### config.mk
export PLATFORM = sky130hd
export DESIGN_NAME = mexp_stream_driver_flat
export DESIGN_NICKNAME = d
export VERILOG_FILES = /design/src/rtl/mexp_pkg.sv /design/src/rtl/mexp_stream_driver_if.sv /design/src/rtl/mexp_stream_driver_fifo.sv /design/src/rtl/mexp_stream_driver.sv /design/src/flat_wrapper.sv
export SDC_FILE = /design/constraint.sdc
export NUM_CORES = 1
export LEC_CHECK = 0
export ABC_AREA = 1
export CAP_MARGIN = 20
export CORE_ASPECT_RATIO = 1.2
export CORE_MARGIN = 2
export CORE_UTILIZATION = 25
export CTS_CLUSTER_DIAMETER = 120
export CTS_CLUSTER_SIZE = 24
export DETAILED_ROUTE_END_ITERATION = 16
export PLACE_DENSITY_LB_ADDON = 0.08
export SLEW_MARGIN = 20
export SYNTH_ARGS = -nofsm -noshare
export SYNTH_HDL_FRONTEND = slang
export SYNTH_SLANG_ARGS = --single-unit
### constraint.sdc
create_clock -name clk -period 21.3 [get_ports clk]
set_clock_uncertainty 0.1 [all_clocks]
set_input_delay 4.26 -clock clk [delete_from_list [all_inputs] [get_ports clk]]
set_output_delay 4.26 -clock clk [all_outputs]
set_load 0.005 [all_outputs]
### src/rtl/mexp_pkg.sv
// Shared types and constants for the modular-exponentiation stream driver.
package mexp_pkg;

    localparam int unsigned WORD_W = 32;
    localparam int unsigned TMO_W  = 16;

    typedef logic [WORD_W-1:0] word_t;

    typedef enum logic [2:0] {
        ST_IDLE,
        ST_ISSUE,
        ST_BLANK,
        ST_WAIT,
        ST_OUT
    } state_e;

endpackage

### src/rtl/mexp_stream_driver_if.sv
// Key, input stream, output stream and engine handshake signals of the driver.
interface mexp_stream_driver_if;
    import mexp_pkg::*;

    logic  key_wr;
    word_t key_exp;
    word_t key_mod;
    logic  key_ack;
    logic  key_rej;

    logic  in_valid;
    logic  in_ready;
    word_t in_data;

    logic  out_valid;
    logic  out_ready;
    word_t out_data;
    logic  out_err;

    logic  md_start;
    word_t md_base;
    word_t md_exp;
    word_t md_modulus;
    logic  md_end;
    word_t md_r;

    logic  busy;

    modport master (
        input  key_wr, key_exp, key_mod, in_valid, in_data, out_ready, md_end, md_r,
        output key_ack, key_rej, in_ready, out_valid, out_data, out_err,
               md_start, md_base, md_exp, md_modulus, busy
    );

    modport slave (
        output key_wr, key_exp, key_mod, in_valid, in_data, out_ready, md_end, md_r,
        input  key_ack, key_rej, in_ready, out_valid, out_data, out_err,
               md_start, md_base, md_exp, md_modulus, busy
    );

endinterface

### src/rtl/mexp_stream_driver_fifo.sv
// Synchronous FIFO; pointers carry an extra wrap bit to tell full from empty.
module sync_fifo #(
    parameter int unsigned WIDTH = 32,
    parameter int unsigned DEPTH = 4
) (
    input  logic             clk,
    input  logic             rst,
    input  logic             push_i,
    input  logic             pop_i,
    input  logic [WIDTH-1:0] wdata_i,
    output logic [WIDTH-1:0] rdata_o,
    output logic             full_o,
    output logic             empty_o
);

    localparam int unsigned AW = $clog2(DEPTH);

    logic [AW:0]      wptr_q;
    logic [AW:0]      rptr_q;
    logic [WIDTH-1:0] mem_q [DEPTH];

    always_ff @(posedge clk or posedge rst) begin
        if (rst) begin
            wptr_q <= '0;
            rptr_q <= '0;
        end else begin
            if (push_i && !full_o) wptr_q <= wptr_q + (AW+1)'(1);
            if (pop_i && !empty_o) rptr_q <= rptr_q + (AW+1)'(1);
        end
    end

    always_ff @(posedge clk) begin
        if (push_i && !full_o) mem_q[wptr_q[AW-1:0]] <= wdata_i;
    end

    assign empty_o = (wptr_q == rptr_q);
    assign full_o  = (wptr_q[AW] != rptr_q[AW]) && (wptr_q[AW-1:0] == rptr_q[AW-1:0]);
    assign rdata_o = mem_q[rptr_q[AW-1:0]];

endmodule

### src/rtl/mexp_stream_driver.sv
// Buffers base words and runs one engine exponentiation per word with the loaded key.
module mexp_stream_driver
    import mexp_pkg::*;
#(
    parameter int unsigned FIFO_DEPTH     = 4,
    parameter int unsigned TIMEOUT_CYCLES = 65535
) (
    input logic                  clk,
    input logic                  rst,
    mexp_stream_driver_if.master bus
);

    localparam logic [TMO_W-1:0] TMO_LAST = TMO_W'(TIMEOUT_CYCLES - 1);

    state_e           state_q;
    logic             key_valid_q;
    word_t            key_exp_q;
    word_t            key_mod_q;
    logic             key_ack_q;
    logic             key_rej_q;
    logic             md_start_q;
    word_t            md_base_q;
    word_t            md_exp_q;
    word_t            md_mod_q;
    logic             out_valid_q;
    word_t            out_data_q;
    logic             out_err_q;
    logic [TMO_W-1:0] tmo_q;

    logic  fifo_full;
    logic  fifo_empty;
    word_t fifo_head;
    logic  pop_d;
    logic  head_bad_d;
    logic  key_acc_d;

    sync_fifo #(
        .WIDTH (WORD_W),
        .DEPTH (FIFO_DEPTH)
    ) u_fifo (
        .clk     (clk),
        .rst     (rst),
        .push_i  (bus.in_valid && !fifo_full),
        .pop_i   (pop_d),
        .wdata_i (bus.in_data),
        .rdata_o (fifo_head),
        .full_o  (fifo_full),
        .empty_o (fifo_empty)
    );

    // The output register is always empty in IDLE, so a non-empty FIFO is enough to pop.
    assign pop_d      = (state_q == ST_IDLE) && !fifo_empty;
    assign head_bad_d = !key_valid_q || (fifo_head >= key_mod_q);
    assign key_acc_d  = bus.key_wr && (state_q == ST_IDLE) && fifo_empty && (bus.key_mod >= 32'd2);

    always_ff @(posedge clk or posedge rst) begin
        if (rst) begin
            state_q     <= ST_IDLE;
            key_valid_q <= 1'b0;
            key_exp_q   <= '0;
            key_mod_q   <= '0;
            key_ack_q   <= 1'b0;
            key_rej_q   <= 1'b0;
            md_start_q  <= 1'b0;
            md_base_q   <= '0;
            md_exp_q    <= '0;
            md_mod_q    <= '0;
            out_valid_q <= 1'b0;
            out_data_q  <= '0;
            out_err_q   <= 1'b0;
            tmo_q       <= '0;
        end else begin
            key_ack_q  <= key_acc_d;
            key_rej_q  <= bus.key_wr && !key_acc_d;
            md_start_q <= 1'b0;
            if (key_acc_d) begin
                key_exp_q   <= bus.key_exp;
                key_mod_q   <= bus.key_mod;
                key_valid_q <= 1'b1;
            end

            case (state_q)
                ST_IDLE: begin
                    if (pop_d) begin
                        if (head_bad_d) begin
                            out_data_q  <= '0;
                            out_err_q   <= 1'b1;
                            out_valid_q <= 1'b1;
                            state_q     <= ST_OUT;
                        end else begin
                            md_base_q  <= fifo_head;
                            md_exp_q   <= key_exp_q;
                            md_mod_q   <= key_mod_q;
                            md_start_q <= 1'b1;
                            state_q    <= ST_ISSUE;
                        end
                    end
                end
                ST_ISSUE: state_q <= ST_BLANK;
                ST_BLANK: begin
                    // md_end is not looked at here: it may still be high from the previous job.
                    tmo_q   <= '0;
                    state_q <= ST_WAIT;
                end
                ST_WAIT: begin
                    tmo_q <= tmo_q + TMO_W'(1);
                    if (bus.md_end) begin
                        out_data_q  <= bus.md_r;
                        out_err_q   <= 1'b0;
                        out_valid_q <= 1'b1;
                        state_q     <= ST_OUT;
                    end else if (tmo_q == TMO_LAST) begin
                        out_data_q  <= '0;
                        out_err_q   <= 1'b1;
                        out_valid_q <= 1'b1;
                        state_q     <= ST_OUT;
                    end
                end
                ST_OUT: begin
                    if (bus.out_ready) begin
                        out_valid_q <= 1'b0;
                        state_q     <= ST_IDLE;
                    end
                end
                default: state_q <= ST_IDLE;
            endcase
        end
    end

    assign bus.key_ack    = key_ack_q;
    assign bus.key_rej    = key_rej_q;
    assign bus.in_ready   = !fifo_full;
    assign bus.out_valid  = out_valid_q;
    assign bus.out_data   = out_data_q;
    assign bus.out_err    = out_err_q;
    assign bus.md_start   = md_start_q;
    assign bus.md_base    = md_base_q;
    assign bus.md_exp     = md_exp_q;
    assign bus.md_modulus = md_mod_q;
    assign bus.busy       = (state_q != ST_IDLE) || !fifo_empty;

endmodule
### src/flat_wrapper.sv
// flat-port wrapper written by rule: the top's interface ports become plain ports
module mexp_stream_driver_flat import mexp_pkg::*;
#(
    parameter int unsigned FIFO_DEPTH     = 4,
    parameter int unsigned TIMEOUT_CYCLES = 65535
)
  (clk, rst, bus_key_wr, bus_key_exp, bus_key_mod, bus_in_valid, bus_in_data, bus_out_ready, bus_md_end, bus_md_r, bus_key_ack, bus_key_rej, bus_in_ready, bus_out_valid, bus_out_data, bus_out_err, bus_md_start, bus_md_base, bus_md_exp, bus_md_modulus, bus_busy);
  mexp_stream_driver_if bus_i ();
  input logic clk;
  input logic rst;
  input wire logic [$bits(bus_i.key_wr)-1:0] bus_key_wr;
  input wire logic [$bits(bus_i.key_exp)-1:0] bus_key_exp;
  input wire logic [$bits(bus_i.key_mod)-1:0] bus_key_mod;
  input wire logic [$bits(bus_i.in_valid)-1:0] bus_in_valid;
  input wire logic [$bits(bus_i.in_data)-1:0] bus_in_data;
  input wire logic [$bits(bus_i.out_ready)-1:0] bus_out_ready;
  input wire logic [$bits(bus_i.md_end)-1:0] bus_md_end;
  input wire logic [$bits(bus_i.md_r)-1:0] bus_md_r;
  output wire logic [$bits(bus_i.key_ack)-1:0] bus_key_ack;
  output wire logic [$bits(bus_i.key_rej)-1:0] bus_key_rej;
  output wire logic [$bits(bus_i.in_ready)-1:0] bus_in_ready;
  output wire logic [$bits(bus_i.out_valid)-1:0] bus_out_valid;
  output wire logic [$bits(bus_i.out_data)-1:0] bus_out_data;
  output wire logic [$bits(bus_i.out_err)-1:0] bus_out_err;
  output wire logic [$bits(bus_i.md_start)-1:0] bus_md_start;
  output wire logic [$bits(bus_i.md_base)-1:0] bus_md_base;
  output wire logic [$bits(bus_i.md_exp)-1:0] bus_md_exp;
  output wire logic [$bits(bus_i.md_modulus)-1:0] bus_md_modulus;
  output wire logic [$bits(bus_i.busy)-1:0] bus_busy;
  assign bus_i.key_wr = bus_key_wr;
  assign bus_i.key_exp = bus_key_exp;
  assign bus_i.key_mod = bus_key_mod;
  assign bus_i.in_valid = bus_in_valid;
  assign bus_i.in_data = bus_in_data;
  assign bus_i.out_ready = bus_out_ready;
  assign bus_i.md_end = bus_md_end;
  assign bus_i.md_r = bus_md_r;
  assign bus_key_ack = bus_i.key_ack;
  assign bus_key_rej = bus_i.key_rej;
  assign bus_in_ready = bus_i.in_ready;
  assign bus_out_valid = bus_i.out_valid;
  assign bus_out_data = bus_i.out_data;
  assign bus_out_err = bus_i.out_err;
  assign bus_md_start = bus_i.md_start;
  assign bus_md_base = bus_i.md_base;
  assign bus_md_exp = bus_i.md_exp;
  assign bus_md_modulus = bus_i.md_modulus;
  assign bus_busy = bus_i.busy;
  mexp_stream_driver #(.FIFO_DEPTH(FIFO_DEPTH), .TIMEOUT_CYCLES(TIMEOUT_CYCLES)) u_core (.clk(clk), .rst(rst), .bus(bus_i));
endmodule
==> results of run 1 <==
[cell type report]
type | instances | area share [%]
well taps | 735 | 5.01
inverters | 109 | 2.27
clock buffers | 26 | 2.73
repair buffers | 282 | 15.3
flip-flops and latches | 351 | 51.3
multi-input cells | 911 | 23.2
clock inverters | 2 | 0.143
[Yosys cell counts, types with 3 or more instances]
cell type  count  area [um2]
o21ai_0      104         521
nand4_1       14        87.6
o21ai_2        6        52.6
a21oi_1       28         140
nor2_2         3        18.8
nor2_1        95         357
inv_2          3        11.3
inv_1        106         398
o21ai_1       33         165
o22ai_1       31         194
dfrtp_1      223        5580
nand2_2        4        25.0
buf_2         10        50.1
clkbuf_1      23        86.3
edfxtp_1     128        3840
xor2_1         5        43.8
buf_6         21         236
buf_4          7        52.6
nand2_1      516        1940
ha_1          39         488
nand3_1       15        75.1
[power by group through the flow]
| stage | logic, W | clock network (W) | registers, W |
|---|---|---|---|
| 2_1_floorplan | 0.000677 | 0 | 0.00104 |
| 3_3_place_gp | 0.00117 | 0 | 0.00106 |
| 3_5_place_dp | 0.00118 | 0 | 0.00106 |
| 4_1_cts | 0.00118 | 0.000428 | 0.00104 |
| 5_1_grt | 0.00130 | 0.000448 | 0.00107 |
| 6_report | 0.00114 | 0.000400 | 0.00104 |
[worst max-delay path: cells and delay by family (launching register included)]
kind | cells | cell delay (ps)
simple gates | 3 | 500
buf+inv | 2 | 1110
flops | 1 | 360
xor+xnor | 1 | 150
[flip-flops by register name (all words and copies together) (netlist names)]
register / count
u_core.bus.out_valid: 1
u_core.bus.md_modulus: 32
u_core.u_fifo.rptr_q: 3
u_core.bus.md_exp: 32
u_core.key_exp_q: 32
u_core.bus.key_rej: 1
u_core.u_fifo.mem_q: 128
u_core.key_valid_q: 1
u_core.bus.out_err: 1
u_core.state_q: 3
u_core.bus.out_data: 32
u_core.tmo_q: 16
u_core.bus.key_ack: 1
u_core.u_fifo.wptr_q: 3
u_core.key_mod_q: 32
u_core.bus.md_start: 1
u_core.bus.md_base: 32
[path summary, 6_finish.rpt]
path / startpoint / endpoint / slack, ps
worst min-delay path: u_core.key_valid_q$_DFFE_PP0P_ / u_core.key_valid_q$_DFFE_PP0P_ / 360
worst max-delay path: u_core.u_fifo.rptr_q[0]$_DFFE_PP0P_ / bus_busy / 14280
worst min register to register: u_core.key_valid_q$_DFFE_PP0P_ / u_core.key_valid_q$_DFFE_PP0P_ / 360
max in group asynchronous: rst / u_core.bus.md_base[28]$_DFFE_PP0P_ / 15510
min in group asynchronous: rst / u_core.bus.md_exp[27]$_DFFE_PP0P_ / 4180
worst max register to register: u_core.u_fifo.rptr_q[0]$_DFFE_PP0P_ / u_core.bus.md_modulus[12]$_DFFE_PP0P_ / 16400
[per-stage QoR]
| step | instances | cell area (um2) |
|---|---|---|
| 2_1_floorplan | 1432 | 14500 |
| 3_3_place_gp | 2387 | 17800 |
| 3_5_place_dp | 2387 | 17800 |
| 4_1_cts | 2415 | 18300 |
| 5_1_grt | 2416 | 18400 |
| 6_report | 2416 | 18400 |
[cell families after synthesis]
| logic type | Yosys count |
|---|---|
| DFF | 351 |
| AOI/OAI and AO/OA | 209 |
| and+or+nand+nor | 656 |
| adders and majority gates | 39 |
| buffers and inverters | 170 |
| xor gates and xnor gates | 7 |
[per-layer routing]
metal | track usage (%) | part of all wire [%]
met5 | 0 | 0
met4 | 2.68 | 1.3
met3 | 2.11 | 4.0
met2 | 26.1 | 50
met1 | 19.7 | 44
==> results by group, run 1 <==
Outcome
  • Status: finished, final reports clean

Min path
  • Hold path cells: 2
  • Hold WC Path Type: reg -> reg

Floorplan
  • Row cnt: 96
  • Die Area: between 50000 and 60000 um2
  • Initial Util: 25.3%
  • Chip Width: around 220 um
  • Die Y: between 200 and 300 um
  • Total core area: about 57000 um2
  • Top-Level Pins: 269

Route
  • DRT iter0 DRCs: around 850
  • TritonRoute pass-1 iters: 7
  • Antenna viol nets, final: 0
  • DR vias: 10431
  • Wire per inst: ~19 um
  • # DRC: 0
  • WL final: between 40000 and 50000 um
  • Vias/cell: 4.32

Yosys
  • Mapped Area: roughly 15000 um2
  • Largest family of logic cells by synthesized area: simple AND/OR/NAND/NOR gates
  • Complex-gate fraction of the synthesized area: around 8%
  • Ys async rst share: roughly 64%
  • Seq/Total Area, Yosys: 64.9%
  • Synth Area in Adders: between 3 and 4%
  • Top FF cell, synth: dfrtp_1
  • Synth Area per Inst: roughly 10 um2
  • Synth Warn #: 0
  • Synth cell types: 34
  • Post-synth EDFFs: between 100 and 150
  • Syn Inst Count: 1432
  • Syn nets: 1605
  • Multiplexer share of the synthesized area: 0%
  • #FFs+latches synth: 351
  • Post-Synth Simple-Gate Area: about 18%
  • Synth Area in XOR/XNOR: less than 1%

GRT
  • Number of global-route vias before repair: around 10000
  • Total global routing overflow: 0
  • GR Util All Layers: 14.9%
  • Largest net degree at the start of global routing: around 100
  • Initial antenna violation count: 3
  • Global-route wire length before repair: 67600 um

Worst setup path
  • Peak per-stage delay on the critical path: 580 ps
  • Crit path kind: reg -> out
  • Worst setup EP type: output pin
  • Critical path cell sequence: buf_4 > xor2_1 > nand2b_1 > nor2_2 > nand2_2 > clkdlybuf4s50_1
  • CP required: about 17000 ps
  • CP arrival: ~2700 ps
  • Reg2reg path depth: 16
  • Slowest-stage cell, CP: buf_4
  • Element type at the critical path start: flop
  • Max Fanout on Critical Path: 67

Placed design
  • Gp weighted congestion: 0.736
  • DP HPWL: between 30000 and 40000 um
  • Dpl ws: roughly 14000 ps
  • I/O Buffers: between 200 and 300

Power and ir drop
  • Internal power: 0.00155 W
  • Psw: ~0.0010 W
  • VDD IR-drop max: roughly 0.000051 V
  • Clock share of power: about 16%
  • Pwr Total: 0.00258 W
  • Power per cell area: between 100 and 150 nW/um2
  • Seq pwr share: 40.3%
  • Comb power frac: approximately 44%
  • Leakage: around 8.0 nW
  • Switching share of power: between 30% and 40%

Cells and area
  • Core Util, Final: around a third
  • Syn-to-layout area delta: 26.6%
  • Final #Nets: around 1800
  • Most frequent cells in the layout: nand2_1, clkdlybuf4s50_1, dfrtp_1
  • Filler instances: 5903
  • Commonest non-fill, non-tap cell in the layout: nand2_1
  • Footprint of the multi-input gates: roughly 4300 um2
  • Sequential cell area: about 9400 um2
  • # diodes: 0
  • Layout cell share with drive strength beyond 1: under 10%

Clocking
  • CTS tree: built
  • CTS Hold Buffers Added: 0
  • PostCTS Resize Cnt: 0
  • Clk_lat worst skew: between 500 and 600 ps
  • Clock root buffer: clkbuf_16
  • Reg clk slew, reported paths: 110 ps
  • H-tree depth: 1
  • Max clock buf depth: 3
  • Clk sinks: about 350
  • CTS Buf Count: 18
  • Post-CTS Setup Bufs: 0

Timing
  • Rel. slew slack: a little under a third
  • Final setup fails: 0
  • Final setup margin: between 10000 and 15000 ps
  • Final Critical Period: approximately 7000 ps
  • RSZ-0062 raised after global routing: false
  • Setup_tns: 0 ps
  • Final Cycle Share: roughly a third
  • Final hold vios: 0
  • Tightest Pin Transition: about 1000 ps
  • Count of pins over their slew limit: 0
  • Max Fclk: ~140 MHz
  • WHS: 364 ps

Flow run
  • Max Cap Violations: 0
(Power assumes the default switching activity.)
==> run 2, diff against run 1 <==
==> constraint.sdc (replaced) <==
create_clock -name clk -period 6.6 [get_ports clk]
set_clock_uncertainty 0.1 [all_clocks]
set_input_delay 1.32 -clock clk [delete_from_list [all_inputs] [get_ports clk]]
set_output_delay 1.32 -clock clk [all_outputs]
set_load 0.005 [all_outputs]
==> results by group, run 2 (synthesis results as in run 1) <==
Route
  • DRT iter0 DRCs: 586 (-31%)
  • Vias/cell: 4.30 (-0.41%)
  • WL final: 45300 um (+0.52%)
  • # DRC: 0 (unchanged)
  • TritonRoute pass-1 iters: 5 (-2)
  • DR vias: 10405 (-0.25%)
  • Wire per inst: 18.7 um (+0.35%)
  • Antenna viol nets, final: 0 (unchanged)

Cells and area
  • Syn-to-layout area delta: 26.6% (about the same)
  • Commonest non-fill, non-tap cell in the layout: nand2_1
  • Layout cell share with drive strength beyond 1: 3.57% (+0.057 points)
  • Final #Nets: 1848 (+0.11%)
  • Max FFs per register: 128 (unchanged)
  • Core Util, Final: 32.1% (about the same)
  • Most frequent cells in the layout: nand2_1, clkdlybuf4s50_1, dfrtp_1

Timing
  • Setup_tns: 0 ps (unchanged)
  • Max Fclk: 242 MHz
  • Rel. slew slack: 31.9% (+1.3 points)
  • Final Critical Period: about 4100 ps
  • Final Cycle Share: between 60 and 70%
  • Count of pins over their slew limit: 0 (unchanged)
  • Final setup fails: 0 (unchanged)
  • Final hold vios: 0 (unchanged)
  • Final setup margin: 2460 ps (-11810 ps)
  • RSZ-0062 raised after global routing: false
  • Tightest Pin Transition: 1020 ps (-19.9 ps)

Power and ir drop
  • Power per cell area: 452 nW/um2 (+220%)
  • VDD IR-drop max: 0.000249 V (+390%)
  • Leakage: 8.04 nW (about the same)

GRT
  • Largest net degree at the start of global routing: 129 (+26%)
  • Initial antenna violation count: 5 (+2)
  • Total global routing overflow: 0 (unchanged)
  • GR Util All Layers: 14.9% (+0.025 points)
  • Number of global-route vias before repair: 10215 (-1.9%)
  • Global-route wire length before repair: 67200 um (-0.56%)

Placed design
  • Dpl ws: 2320 ps (-11260 ps)
  • I/O Buffers: 268 (unchanged)
  • Gp weighted congestion: 0.749 (+1.8%)
  • DP HPWL: 31400 um (+1.9%)

Min path
  • Hold path start: u_core.key_exp_q[29]$_DFFE_PP0P_
  • Hold EP: u_core.bus.md_exp[29]$_DFFE_PP0P_
  • Hold WC Path Type: reg -> reg
  • Hold path cells: 2 (unchanged)

Clocking
  • H-tree depth: 1 (unchanged)
  • Max clock buf depth: 3 (unchanged)
  • Clk_lat worst skew: 560 ps (about the same)
  • CTS Buf Count: 18 (unchanged)
  • Clock root buffer: clkbuf_16
  • CTS tree: built
  • PostCTS Resize Cnt: 0 (unchanged)
  • CTS Hold Buffers Added: 0 (unchanged)
  • Clk sinks: 351 (unchanged)
  • Reg clk slew, reported paths: 100 ps (about the same)
  • Post-CTS Setup Bufs: 0 (unchanged)

Worst setup path
  • Crit path kind: reg -> reg
  • Reg2reg start: u_core.u_fifo.rptr_q[0]$_DFFE_PP0P_
  • Reg2reg path depth: 14 (-2)
  • Critical path cell sequence: inv_1 > buf_4 > o21ai_0 > o22ai_1 > ha_1 > nand2_1 > nor2_1 > nand4_1 > a21oi_1 > nor2_1 > nand3_1 > nand2_2 > nand2_1 > nand2_1
  • Peak per-stage delay on the critical path: 620 ps (+40 ps)
  • Cell class contributing the biggest share of worst-path delay: simple AND/OR/NAND/NOR gates
  • CP most frequent cell: nand2_1
  • Reg2reg setup slack: 2460 ps (-13940 ps)
  • CP arrival: 4520 ps (+1860 ps)
  • Slowest-stage cell, CP: nand2_2
  • RR Endpoint: u_core.bus.out_data[24]$_DFFE_PP0P_
  • Worst setup EP type: flop
  • WP buf/inv: 2 (unchanged)
  • Max Fanout on Critical Path: 55 (-18%)
  • CP required: 6990 ps (-9950 ps)
  • Element type at the critical path start: flop

Floorplan
  • Die Area: 60000 um2 (unchanged)
  • Top-Level Pins: 269 (unchanged)
  • Initial Util: 25.3% (unchanged)
  • Total core area: 57300 um2 (unchanged)
  • Die Y: 268 um (unchanged)
  • Chip Width: 224 um (unchanged)
  • Row cnt: 96 (unchanged)

Flow run
  • Max Cap Violations: 0 (unchanged)

Outcome
  • Status: finished, final reports clean
[run 2: how the worst max path moves through the flow]
stage	to	start	slack, ps	cells past startpoint
final	u_core.bus.out_data[24]$_DFFE_PP0P_	u_core.u_fifo.rptr_q[0]$_DFFE_PP0P_	2460	14
after global routing	u_core.bus.out_data[22]$_DFFE_PP0P_	u_core.u_fifo.rptr_q[0]$_DFFE_PP0P_	1980	16
after CTS	u_core.bus.md_exp[7]$_DFFE_PP0P_	u_core.u_fifo.rptr_q[0]$_DFFE_PP0P_	2320	14
after detailed placement	u_core.bus.md_base[21]$_DFFE_PP0P_	u_core.u_fifo.rptr_q[0]$_DFFE_PP0P_	2320	14
after global placement	u_core.bus.md_base[22]$_DFFE_PP0P_	u_core.u_fifo.rptr_q[0]$_DFFE_PP0P_	2380	15
after floorplan	u_core.bus.key_ack$_DFF_PP0_	rst	2270	1
[run 2: stage by stage]
step | power [W] | hold WS (ps) | cell area [um2] | cells
finish | 0.00830 | 377 | 18400 | 2420
global route | 0.00903 | 398 | 18400 | 2419
CTS | 0.00852 | 382 | 18400 | 2417
detailed placement | 0.00721 | 346 | 17900 | 2390
global placement | 0.00717 | 337 | 17800 | 2389
floorplan | 0.00556 | 321 | 14500 | 1432
[run 2: report_power, final]
| part | total, W | internal [W] | switching (W) |
|---|---|---|---|
| sequential | 0.00338 | 0.00301 | 0.000365 |
| clock | 0.00126 | 0.000518 | 0.000747 |
| combinational | 0.00366 | 0.00145 | 0.00221 |
| total | 0.00830 | 0.00498 | 0.00332 |
[run 2: worst register-to-register path: stages (launching register included)]
cell and delay (ps):
dfrtp_2 410, inv_1 240, buf_4 540, o21ai_0 160, o22ai_1 400, ha_1 330
nand2_1 100, nor2_1 60, nand4_1 120, a21oi_1 60, nor2_1 380, nand3_1 300
nand2_2 620, nand2_1 140, nand2_1 90
[run 2: cell type report]
class	instances	area, um2
Clock inverter	2	27.5
Sequential cell	351	9430
Tap cell	735	920
Inverter	109	413
Multi-Input combinational cell	911	4270
Clock buffer	25	477
Fill cell	5847	38900
Antenna cell	3	7.51
Timing Repair Buffer	284	2840
[run 2: routing by layer]
| layer | share of wire [%] | vias to the layer above | GRT usage, % |
|---|---|---|---|
| met5 | 0 | - | 0 |
| met4 | 1.7 | 0 | 3.53 |
| met3 | 3.4 | 40 | 1.85 |
| met2 | 51 | 181 | 26.0 |
| met1 | 44 | 5060 | 19.6 |
| li1 | - | 5124 | - |
==> run 3, diff against run 2 <==
==> constraint.sdc (replaced) <==
create_clock -name clk -period 3.7 [get_ports clk]
set_clock_uncertainty 0.1 [all_clocks]
set_input_delay 0.74 -clock clk [delete_from_list [all_inputs] [get_ports clk]]
set_output_delay 0.74 -clock clk [all_outputs]
set_load 0.005 [all_outputs]
==> results by group, run 3 (synthesis results as in run 1) <==
Timing
  • Final Critical Period: approximately 3200 ps
  • Rel. slew slack: 31.3% (-0.54 points)
  • Tightest Pin Transition: 1030 ps (+7.04 ps)
  • Max Fclk: between 300 and 400 MHz
  • Setup_tns: 0 ps (unchanged)
  • Final Cycle Share: between 80 and 90%
  • RSZ-0062 raised after global routing: false
  • Final hold vios: 0 (unchanged)
  • Count of pins over their slew limit: 0 (unchanged)
  • WHS: 371 ps (-6.46 ps)
  • Final setup fails: 0 (unchanged)

Worst setup path
  • WP buf/inv: 2 (unchanged)
  • Max Fanout on Critical Path: 66 (+20%)
  • Slowest-stage cell, CP: clkdlybuf4s50_1
  • CP required: 2860 ps (-4130 ps)
  • CP arrival: 2410 ps (-2110 ps)
  • Peak per-stage delay on the critical path: 530 ps (-90 ps)
  • Worst setup EP type: output pin
  • Crit path kind: reg -> out
  • Critical path cell sequence: buf_12 > xor2_1 > nand2b_1 > nor2_2 > nand2_2 > clkdlybuf4s50_1
  • Cell class contributing the biggest share of worst-path delay: buffers and inverters
  • Element type at the critical path start: flop

Floorplan
  • Die Y: 268 um (unchanged)
  • Top-Level Pins: 269 (unchanged)
  • Initial Util: 25.3% (unchanged)
  • Total core area: 57300 um2 (unchanged)
  • Chip Width: 224 um (unchanged)
  • Die Area: 60000 um2 (unchanged)
  • Row cnt: 96 (unchanged)

Clocking
  • CTS Hold Buffers Added: 0 (unchanged)
  • H-tree depth: 1 (unchanged)
  • Reg clk slew, reported paths: 100 ps (about the same)
  • Clock root buffer: clkbuf_16
  • CTS Buf Count: 18 (unchanged)
  • Clk sinks: 351 (unchanged)
  • Clk_lat worst skew: 550 ps (about the same)
  • Max clock buf depth: 3 (unchanged)
  • CTS tree: built
  • PostCTS Resize Cnt: 0 (unchanged)
  • Post-CTS Setup Bufs: 0 (unchanged)

Cells and area
  • Max FFs per register: 128 (unchanged)
  • Commonest non-fill, non-tap cell in the layout: nand2_1
  • Layout cell share with drive strength beyond 1: 4.53% (+0.96 points)
  • Most frequent cells in the layout: nand2_1, clkdlybuf4s50_1, dfrtp_1
  • Final std cells w/o fill: 2438 (+0.74%)
  • Final #Nets: 1864 (+0.87%)
  • Filler instances: 5911 (+1.1%)
  • Sequential cell area: 9430 um2 (unchanged)
  • Footprint of the multi-input gates: 4270 um2 (unchanged)
  • Core Util, Final: 32.5% (+0.45 points)
  • Syn-to-layout area delta: 28.4%

Route
  • # DRC: 0 (unchanged)
  • WL final: 45100 um (-0.49%)
  • DRT iter0 DRCs: 664 (+13%)
  • Antenna viol nets, final: 0 (unchanged)
  • Vias/cell: 4.32 (+0.44%)
  • DR vias: 10529 (+1.2%)
  • Wire per inst: 18.5 um (-1.2%)
  • TritonRoute pass-1 iters: 5 (unchanged)

Placed design
  • I/O Buffers: 268 (unchanged)
  • Gp weighted congestion: 0.752 (+0.31%)
  • Placed cell count: 2406 (+0.67%)
  • DP HPWL: 32200 um (+2.5%)

GRT
  • Met3 capacity usage during global routing: 2.14% (+0.30 points)
  • Total global routing overflow: 0 (unchanged)
  • Global-route wire length before repair: 67600 um (+0.48%)
  • Largest net degree at the start of global routing: 67 (-48%)
  • Top Usage Layer GRT: met2
  • Met2 usage: 25.5% (-0.53 points)
  • GR Util All Layers: 14.8% (-0.039 points)
  • Global-route met1 utilization: 19.3% (-0.30 points)
  • Initial antenna violation count: 6 (+1)
  • Number of global-route vias before repair: 10558 (+3.4%)

Power and ir drop
  • Leakage: 8.18 nW (+1.7%)
  • Power per cell area: 810 nW/um2 (+79%)
  • Pwr Total: 0.0151 W (+82%)
  • VDD IR-drop max: 0.000362 V (+45%)

Outcome
  • Status: finished, final reports clean

Min path
  • Hold WC Path Type: reg -> reg

Flow run
  • Max Cap Violations: 0 (unchanged)
[run 3: cell types whose count changed in the layout (fill, tap and decap cells not counted), sizes merged]
cell    previous run  this run
diode              3         4
clkbuf            25        27
inv              108       109
buf               16        32
clkinv             2         0
[run 3: metrics by stage]
step           area, um2  worst slack [ps]
2_1_floorplan      14500             -50.0
3_3_place_gp       18100               395
3_5_place_dp       18100               373
4_1_cts            18600               347
5_1_grt            18600               200
6_report           18600               453
[run 3: worst register-to-register path: stages, from the launching register on]
cell	delay, ps
dfrtp_2	430
inv_1	100
buf_12	270
o21ai_0	170
o22ai_1	330
ha_1	320
a21oi_1	170
nor2_1	50
nor2_1	100
nand2_1	60
nor2_1	290
nand3_1	260
nand2_2	150
buf_12	200
nand2_1	90
nand2_1	60
[run 3: path summary, 6_finish.rpt]
check / endpoint / cells past startpoint / from / slack [ps]
hold / removal: u_core.key_valid_q$_DFFE_PP0P_ / 2 / u_core.key_valid_q$_DFFE_PP0P_ / 370
min in group asynchronous: u_core.bus.out_data[24]$_DFFE_PP0P_ / 2 / rst / 520
setup reg to reg: u_core.bus.out_data[3]$_DFFE_PP0P_ / 15 / u_core.u_fifo.rptr_q[0]$_DFFE_PP0P_ / 490
max in group asynchronous: u_core.bus.out_data[29]$_DFFE_PP0P_ / 3 / rst / 2300
hold reg to reg: u_core.key_valid_q$_DFFE_PP0P_ / 2 / u_core.key_valid_q$_DFFE_PP0P_ / 370
setup / recovery: bus_busy / 6 / u_core.u_fifo.rptr_q[0]$_DFFE_PP0P_ / 450
[run 3: metal layers]
metal	share of wire [%]	vias up
met5	0.022	-
met4	2.2	2
met3	4.1	45
met2	50	189
met1	44	5126
li1	-	5167
[run 3: layout make-up]
cell class,instances,area share (%)
diodes,4,0.0537
clock buffers,27,2.77
clock inverters,1,0.0470
inverters,109,2.22
multi-input cells,911,22.9
flip-flops and latches,351,50.6
well taps,735,4.94
repair buffers,300,16.5
[run 3: where the power goes]
part	switching (W)	internal, W	total (W)
combinational	0.00397	0.00282	0.00678
sequential	0.000656	0.00537	0.00603
clock	0.00131	0.000980	0.00229
total	0.00593	0.00917	0.0151
